File: config.mk
export PLATFORM = sky130hd
export DESIGN_NAME = fsm_serial_frame_rx
export DESIGN_NICKNAME = d
export VERILOG_FILES = /design/src/rtl/fsm_serial_pkg.sv /design/src/rtl/fsm_serial_shift_cnt.sv /design/src/rtl/fsm_serial_frame_rx.sv
export SDC_FILE = /design/constraint.sdc
export NUM_CORES = 1
export LEC_CHECK = 0
export BUFFER_PORTS_ARGS = -buffer_cell sky130_fd_sc_hd__buf_2
export CORE_UTILIZATION = 50
export CTS_CLUSTER_DIAMETER = 60
export DETAILED_ROUTE_END_ITERATION = 12
export PLACE_DENSITY_LB_ADDON = 0.05
export SYNTH_ARGS = -nofsm -noshare
export SYNTH_HDL_FRONTEND = slang
export SYNTH_SLANG_ARGS = --single-unit
export TNS_END_PERCENT = 5
File: constraint.sdc
create_clock -name clk -period 1.6 [get_ports clk]
set_input_delay 0.32 -clock clk [delete_from_list [all_inputs] [get_ports clk]]
set_output_delay 0.32 -clock clk [all_outputs]
set_load 0.03 [all_outputs]
File: src/rtl/fsm_serial_pkg.sv
// Shared definitions for the single-bit serial frame protocol.
// The transmitter and receiver FSMs both import this package.
package fsm_serial_pkg;

  typedef enum logic [2:0] {
    IDLE   = 3'd0,
    DATA   = 3'd1,
    PARITY = 3'd2,
    STOP   = 3'd3,
    BREAK  = 3'd4
  } state_e;

  localparam logic LINE_IDLE = 1'b1;
  localparam int   MAX_W     = 16;

  // Callers pass narrower words zero-extended; the zero bits do not change the XOR.
  function automatic logic par_calc(input logic [MAX_W-1:0] data, input logic odd);
    return (^data) ^ odd;
  endfunction

endpackage

File: src/rtl/fsm_serial_shift_cnt.sv
// Receive shift register and bit counter for the serial frame receiver.
// load clears both; shift takes one LSB-first bit; otherwise both hold.
module fsm_serial_shift_cnt #(
  parameter int DATA_W = 8,
  parameter int CNT_W  = $clog2(DATA_W) + 1
) (
  input  logic              clk,
  input  logic              reset,
  input  logic              load_i,
  input  logic              shift_i,
  input  logic              bit_i,
  output logic [DATA_W-1:0] word_o,
  output logic [CNT_W-1:0]  cnt_o
);

  logic [DATA_W-1:0] word_q;
  logic [CNT_W-1:0]  cnt_q;

  // Shifting in from the MSB end leaves the first bit at bit 0 after DATA_W shifts.
  always_ff @(posedge clk or posedge reset) begin
    if (reset) begin
      word_q <= '0;
      cnt_q  <= '0;
    end else if (load_i) begin
      word_q <= '0;
      cnt_q  <= '0;
    end else if (shift_i) begin
      word_q <= {bit_i, word_q[DATA_W-1:1]};
      cnt_q  <= cnt_q + CNT_W'(1);
    end
  end

  assign word_o = word_q;
  assign cnt_o  = cnt_q;

endmodule

File: src/rtl/fsm_serial_frame_rx.sv
// Serial frame receiver: start bit, DATA_W bits LSB first, optional parity, stop.
// Presents each good word with a one-cycle data_valid; bad stop pulses frame_err.
module fsm_serial_frame_rx
  import fsm_serial_pkg::*;
#(
  parameter int DATA_W     = 8,
  parameter int PARITY_EN  = 1,
  parameter int ODD_PARITY = 0
) (
  input  logic              clk,
  input  logic              reset,
  input  logic              rx_in,
  input  logic              rx_en,
  output logic [DATA_W-1:0] data_out,
  output logic              data_valid,
  output logic              parity_err,
  output logic              frame_err,
  output logic              busy
);

  localparam int CNT_W = $clog2(DATA_W) + 1;
  localparam logic [CNT_W-1:0] LAST_BIT = CNT_W'(DATA_W - 1);

  state_e            state_q;
  logic [DATA_W-1:0] data_out_q;
  logic              data_valid_q;
  logic              parity_err_q;
  logic              frame_err_q;
  logic              par_q;

  logic [DATA_W-1:0] word;
  logic [CNT_W-1:0]  cnt;
  logic              load_d;
  logic              shift_d;
  logic              par_exp;

  assign load_d  = rx_en && (state_q == IDLE) && (rx_in != LINE_IDLE);
  assign shift_d = rx_en && (state_q == DATA);
  assign par_exp = par_calc(MAX_W'(word), 1'(ODD_PARITY));

  fsm_serial_shift_cnt #(
    .DATA_W (DATA_W),
    .CNT_W  (CNT_W)
  ) u_shift_cnt (
    .clk     (clk),
    .reset   (reset),
    .load_i  (load_d),
    .shift_i (shift_d),
    .bit_i   (rx_in),
    .word_o  (word),
    .cnt_o   (cnt)
  );

  // Pulses default low every cycle so each lasts exactly one clock, even with rx_en low.
  always_ff @(posedge clk or posedge reset) begin
    if (reset) begin
      state_q      <= IDLE;
      data_out_q   <= '0;
      data_valid_q <= 1'b0;
      parity_err_q <= 1'b0;
      frame_err_q  <= 1'b0;
      par_q        <= 1'b0;
    end else begin
      data_valid_q <= 1'b0;
      parity_err_q <= 1'b0;
      frame_err_q  <= 1'b0;
      if (rx_en) begin
        case (state_q)
          IDLE: begin
            if (rx_in != LINE_IDLE) state_q <= DATA;
          end
          DATA: begin
            if (cnt == LAST_BIT) state_q <= (PARITY_EN != 0) ? PARITY : STOP;
          end
          PARITY: begin
            par_q   <= rx_in;
            state_q <= STOP;
          end
          STOP: begin
            if (rx_in == LINE_IDLE) begin
              data_out_q   <= word;
              data_valid_q <= 1'b1;
              parity_err_q <= (PARITY_EN != 0) && (par_q != par_exp);
              state_q      <= IDLE;
            end else begin
              frame_err_q <= 1'b1;
              state_q     <= BREAK;
            end
          end
          BREAK: begin
            // A low line here is the tail of a broken frame, never a new start bit.
            if (rx_in == LINE_IDLE) state_q <= IDLE;
          end
          default: state_q <= IDLE;
        endcase
      end
    end
  end

  assign data_out   = data_out_q;
  assign data_valid = data_valid_q;
  assign parity_err = parity_err_q;
  assign frame_err  = frame_err_q;
  assign busy       = (state_q != IDLE);

endmodule

==> results by group <==
Status
  • Status: finished, final reports clean

Setup path
  • Critical Path Max Stage Delay: 0.45 ns
  • R2R Setup Slk: 0.04 ns
  • Critical-path top delay cell: dfrtp_2
  • CP Launch Type: flop
  • Kind of cell adding the most delay to the critical path: flip-flops
  • Buffer and inverter count on the worst path: 2
  • Worst path arrival time: 1.24 ns
  • WS Path Type: flop to output pin
  • Worst Setup End Kind: output pin
  • Worst EP required: 1.28 ns
  • CP cell instances: buf_4, nor2_4, nand2_2, buf_6
  • CP max FO: 3

Detailed routing
  • WL final: 2090 um
  • Initial DRC count: 6
  • Pre-Repair DR Iteration Count: 2
  • Residual DRC: 0
  • Via count: 787
  • Vias per cell: 5.35
  • Post-DRT Antenna Nets: 0
  • Post-DR wirelength/cell: 14.2 um

Yosys
  • Synthesized flop and latch total: 27
  • Synth Area in Simple Gates: 11.7%
  • Mux contribution to synthesized area: 11.3%
  • Synthesis Warnings: 0
  • Area share of xor/xnor cells in the synthesized design: 5.83%
  • Post-synthesis sequential area ratio: 55.3%
  • Avg Cell Area, Syn: 13.3 um2
  • Top post-synthesis cells by area: dfrtp_1, mux2_2, a22o_1, xnor3_1, buf_6
  • Largest family of logic cells by synthesized area: simple AND/OR/NAND/NOR gates
  • Yosys cell types: 34
  • Synth Area in Compound Gates: 11.2%
  • Cell Area, Synth: 0.00122 mm2
  • Adder-cell area share of the yosys netlist: 1.02%
  • Synth Instances: 92
  • Synth cell count leaders: dfrtp_1, mux2_2, a22o_1
  • Count leader, synth: dfrtp_1
  • Synth Flop Type: dfrtp_1
  • Area leader, netlist: dfrtp_1
  • Async SR Flop Fraction: 100%
  • Syn Nets: 97
  • Area share of the largest cell type after synthesis: 55.3%
  • EDFF count, synth: 0

Global routing
  • First-pass GRT wire length: 3590 um
  • GR Util All Layers: 18.8%
  • Initial antenna violation count: 0
  • Pin count of the biggest net entering global routing: 28
  • Vias in the first global route: 795
  • GR Overflow Total: 0

STA
  • TNS Setup: 0 ns
  • Setup violators final: 0
  • Setup Skew: 0.00182 ns
  • Crit share post-route: 97.6%
  • Worst slew pin tran: 0.336 ns
  • Slew Viols, Final: 0
  • Hold Fails Final Rpt: 0
  • Final worst setup slack: 0.0389 ns
  • Post-layout min period: 1.56 ns
  • Peak Freq: 641 MHz
  • Max_slew headroom: 77.6%

Place
  • PortBufs: 15
  • Hpwl dp: 1440 um
  • Final GP Congestion: 0.797
  • Setup Slack @ Placement: -0.0163 ns
  • Post-DP Area: 0.00140 mm2

Floorplanning
  • Core Footprint: 0.00225 mm2
  • Die area: 0.00265 mm2
  • Die width: 51.4 um
  • IO Count: 16
  • Die Y: 51.4 um
  • # rows: 17
  • Starting Density: 54.2%

Clocking
  • CTS hold repair buffers: 0
  • Clk_lat worst skew: 0.33 ns
  • Total CTS buffers: 3
  • CTS Sinks: 27
  • Root Driver: clkbuf_4
  • CTS clk-pin slew, worst paths: 0.16 ns
  • H-Tree Level Count: 1
  • TritonCTS clock tree: yes
  • Clock Path Buffers: 2

Final layout
  • Antenna Cells: 0
  • Fin nets: 125
  • Finished Cell Area: 0.00146 mm2
  • Layout area overhead: 19.7%
  • Post-layout util: 64.9%
  • Fillers: 181
  • Layout cell share with drive strength beyond 1: 44.5%

Pwr
  • Pwr per Cell Area: 1680 mW/mm2
  • Leak pwr: 0.757 nW
  • VDD IR max: 0.00129 V

Job
  • Maxcap violations: 0

Min path
  • Hold Path Class: input pin to asynchronous set/reset pin
[worst reg2reg max path: stages, from the launching register on]
cell	delay, ns
dfrtp_1	0.41
or3b_4	0.42
or4_4	0.52
a21oi_2	0.14
[placed cells by master, fill, tap and decap left out, types with 2 or more instances in the layout]
master and n:
inv_1 4, a22o_1 8, clkbuf_4 3, buf_4 11, o31ai_1 3, nor3_1 2
nand3_1 3, xnor3_1 2, buf_2 14, mux2_2 10, nor2b_1 2, dfrtp_1 26
a21oi_1 2, xnor2_1 2
[area by class of cell]
class                   count  area, um2  area share, %
repair buffers             27        184           12.6
flip-flops and latches     27        677           46.3
clock inverters             1       8.76          0.599
multi-input cells          57        520           35.6
well taps                  28       35.0           2.40
clock buffers               3       22.5           1.54
inverters                   4       15.0           1.03
[kinds of logic (layout without fill, tap and decap cells)]
group / Yosys count / count (layout)
buffers and inverters: 8 / 35
adders and majority gates: 1 / 1
muxes: 12 / 12
AOI/OAI and AO/OA: 18 / 18
xor gates and xnor gates: 5 / 5
DFF: 27 / 27
and+or+nand+nor: 21 / 21
[sequential cells by signal, indices dropped and copies added, names as in the netlist]
register,cells
data_out,8
u_shift_cnt.word_o,8
par_q,1
u_shift_cnt.cnt_o,4
frame_err,1
parity_err,1
state_q,3
data_valid,1
[power breakdown]
part	internal [W]	switching, W	total (W)
Sequential	0.000893	0.000184	0.00108
Clock	0.000102	0.000218	0.000321
Combinational	0.000577	0.000479	0.00106
[metrics by stage]
step | cells | hold WS [ns] | total power, W
2_1_floorplan | 92 | 0.373 | 0.00183
3_3_place_gp | 142 | 0.390 | 0.00204
3_5_place_dp | 142 | 0.393 | 0.00207
4_1_cts | 147 | 0.000803 | 0.00243
5_1_grt | 147 | 0.0449 | 0.00262
6_report | 147 | 0.00565 | 0.00245
[what timing repair did]
action / in CTS / in global routing
endpoints found under the setup margin: 2 / 2
gates resized for setup: 3 / 7
setup buffers: 1 / 0
[per-layer routing]
layer  GRT usage, %  wire length (um)
met1           26.7              1070
met2           28.1               931
met3           3.57                51
met4           8.11                31
met5              0                 0
[path summary, 6_finish.rpt]
path / cells past startpoint / endpoint / from
max: 4 / busy / state_q[0]$_DFFE_PP0P_
min: 3 / data_out[4]$_DFFE_PP0P_ / reset
max reg2reg: 3 / u_shift_cnt.cnt_o[3]$_DFFE_PP0P_ / state_q[2]$_DFFE_PP0P_
min reg2reg: 1 / data_out[3]$_DFFE_PP0P_ / data_out[3]$_DFFE_PP0P_
max in group asynchronous: 3 / state_q[0]$_DFFE_PP0P_ / reset
min in group clk: 3 / state_q[2]$_DFFE_PP0P_ / rx_en
No activity file was read; power rests on OpenSTA's default activity.
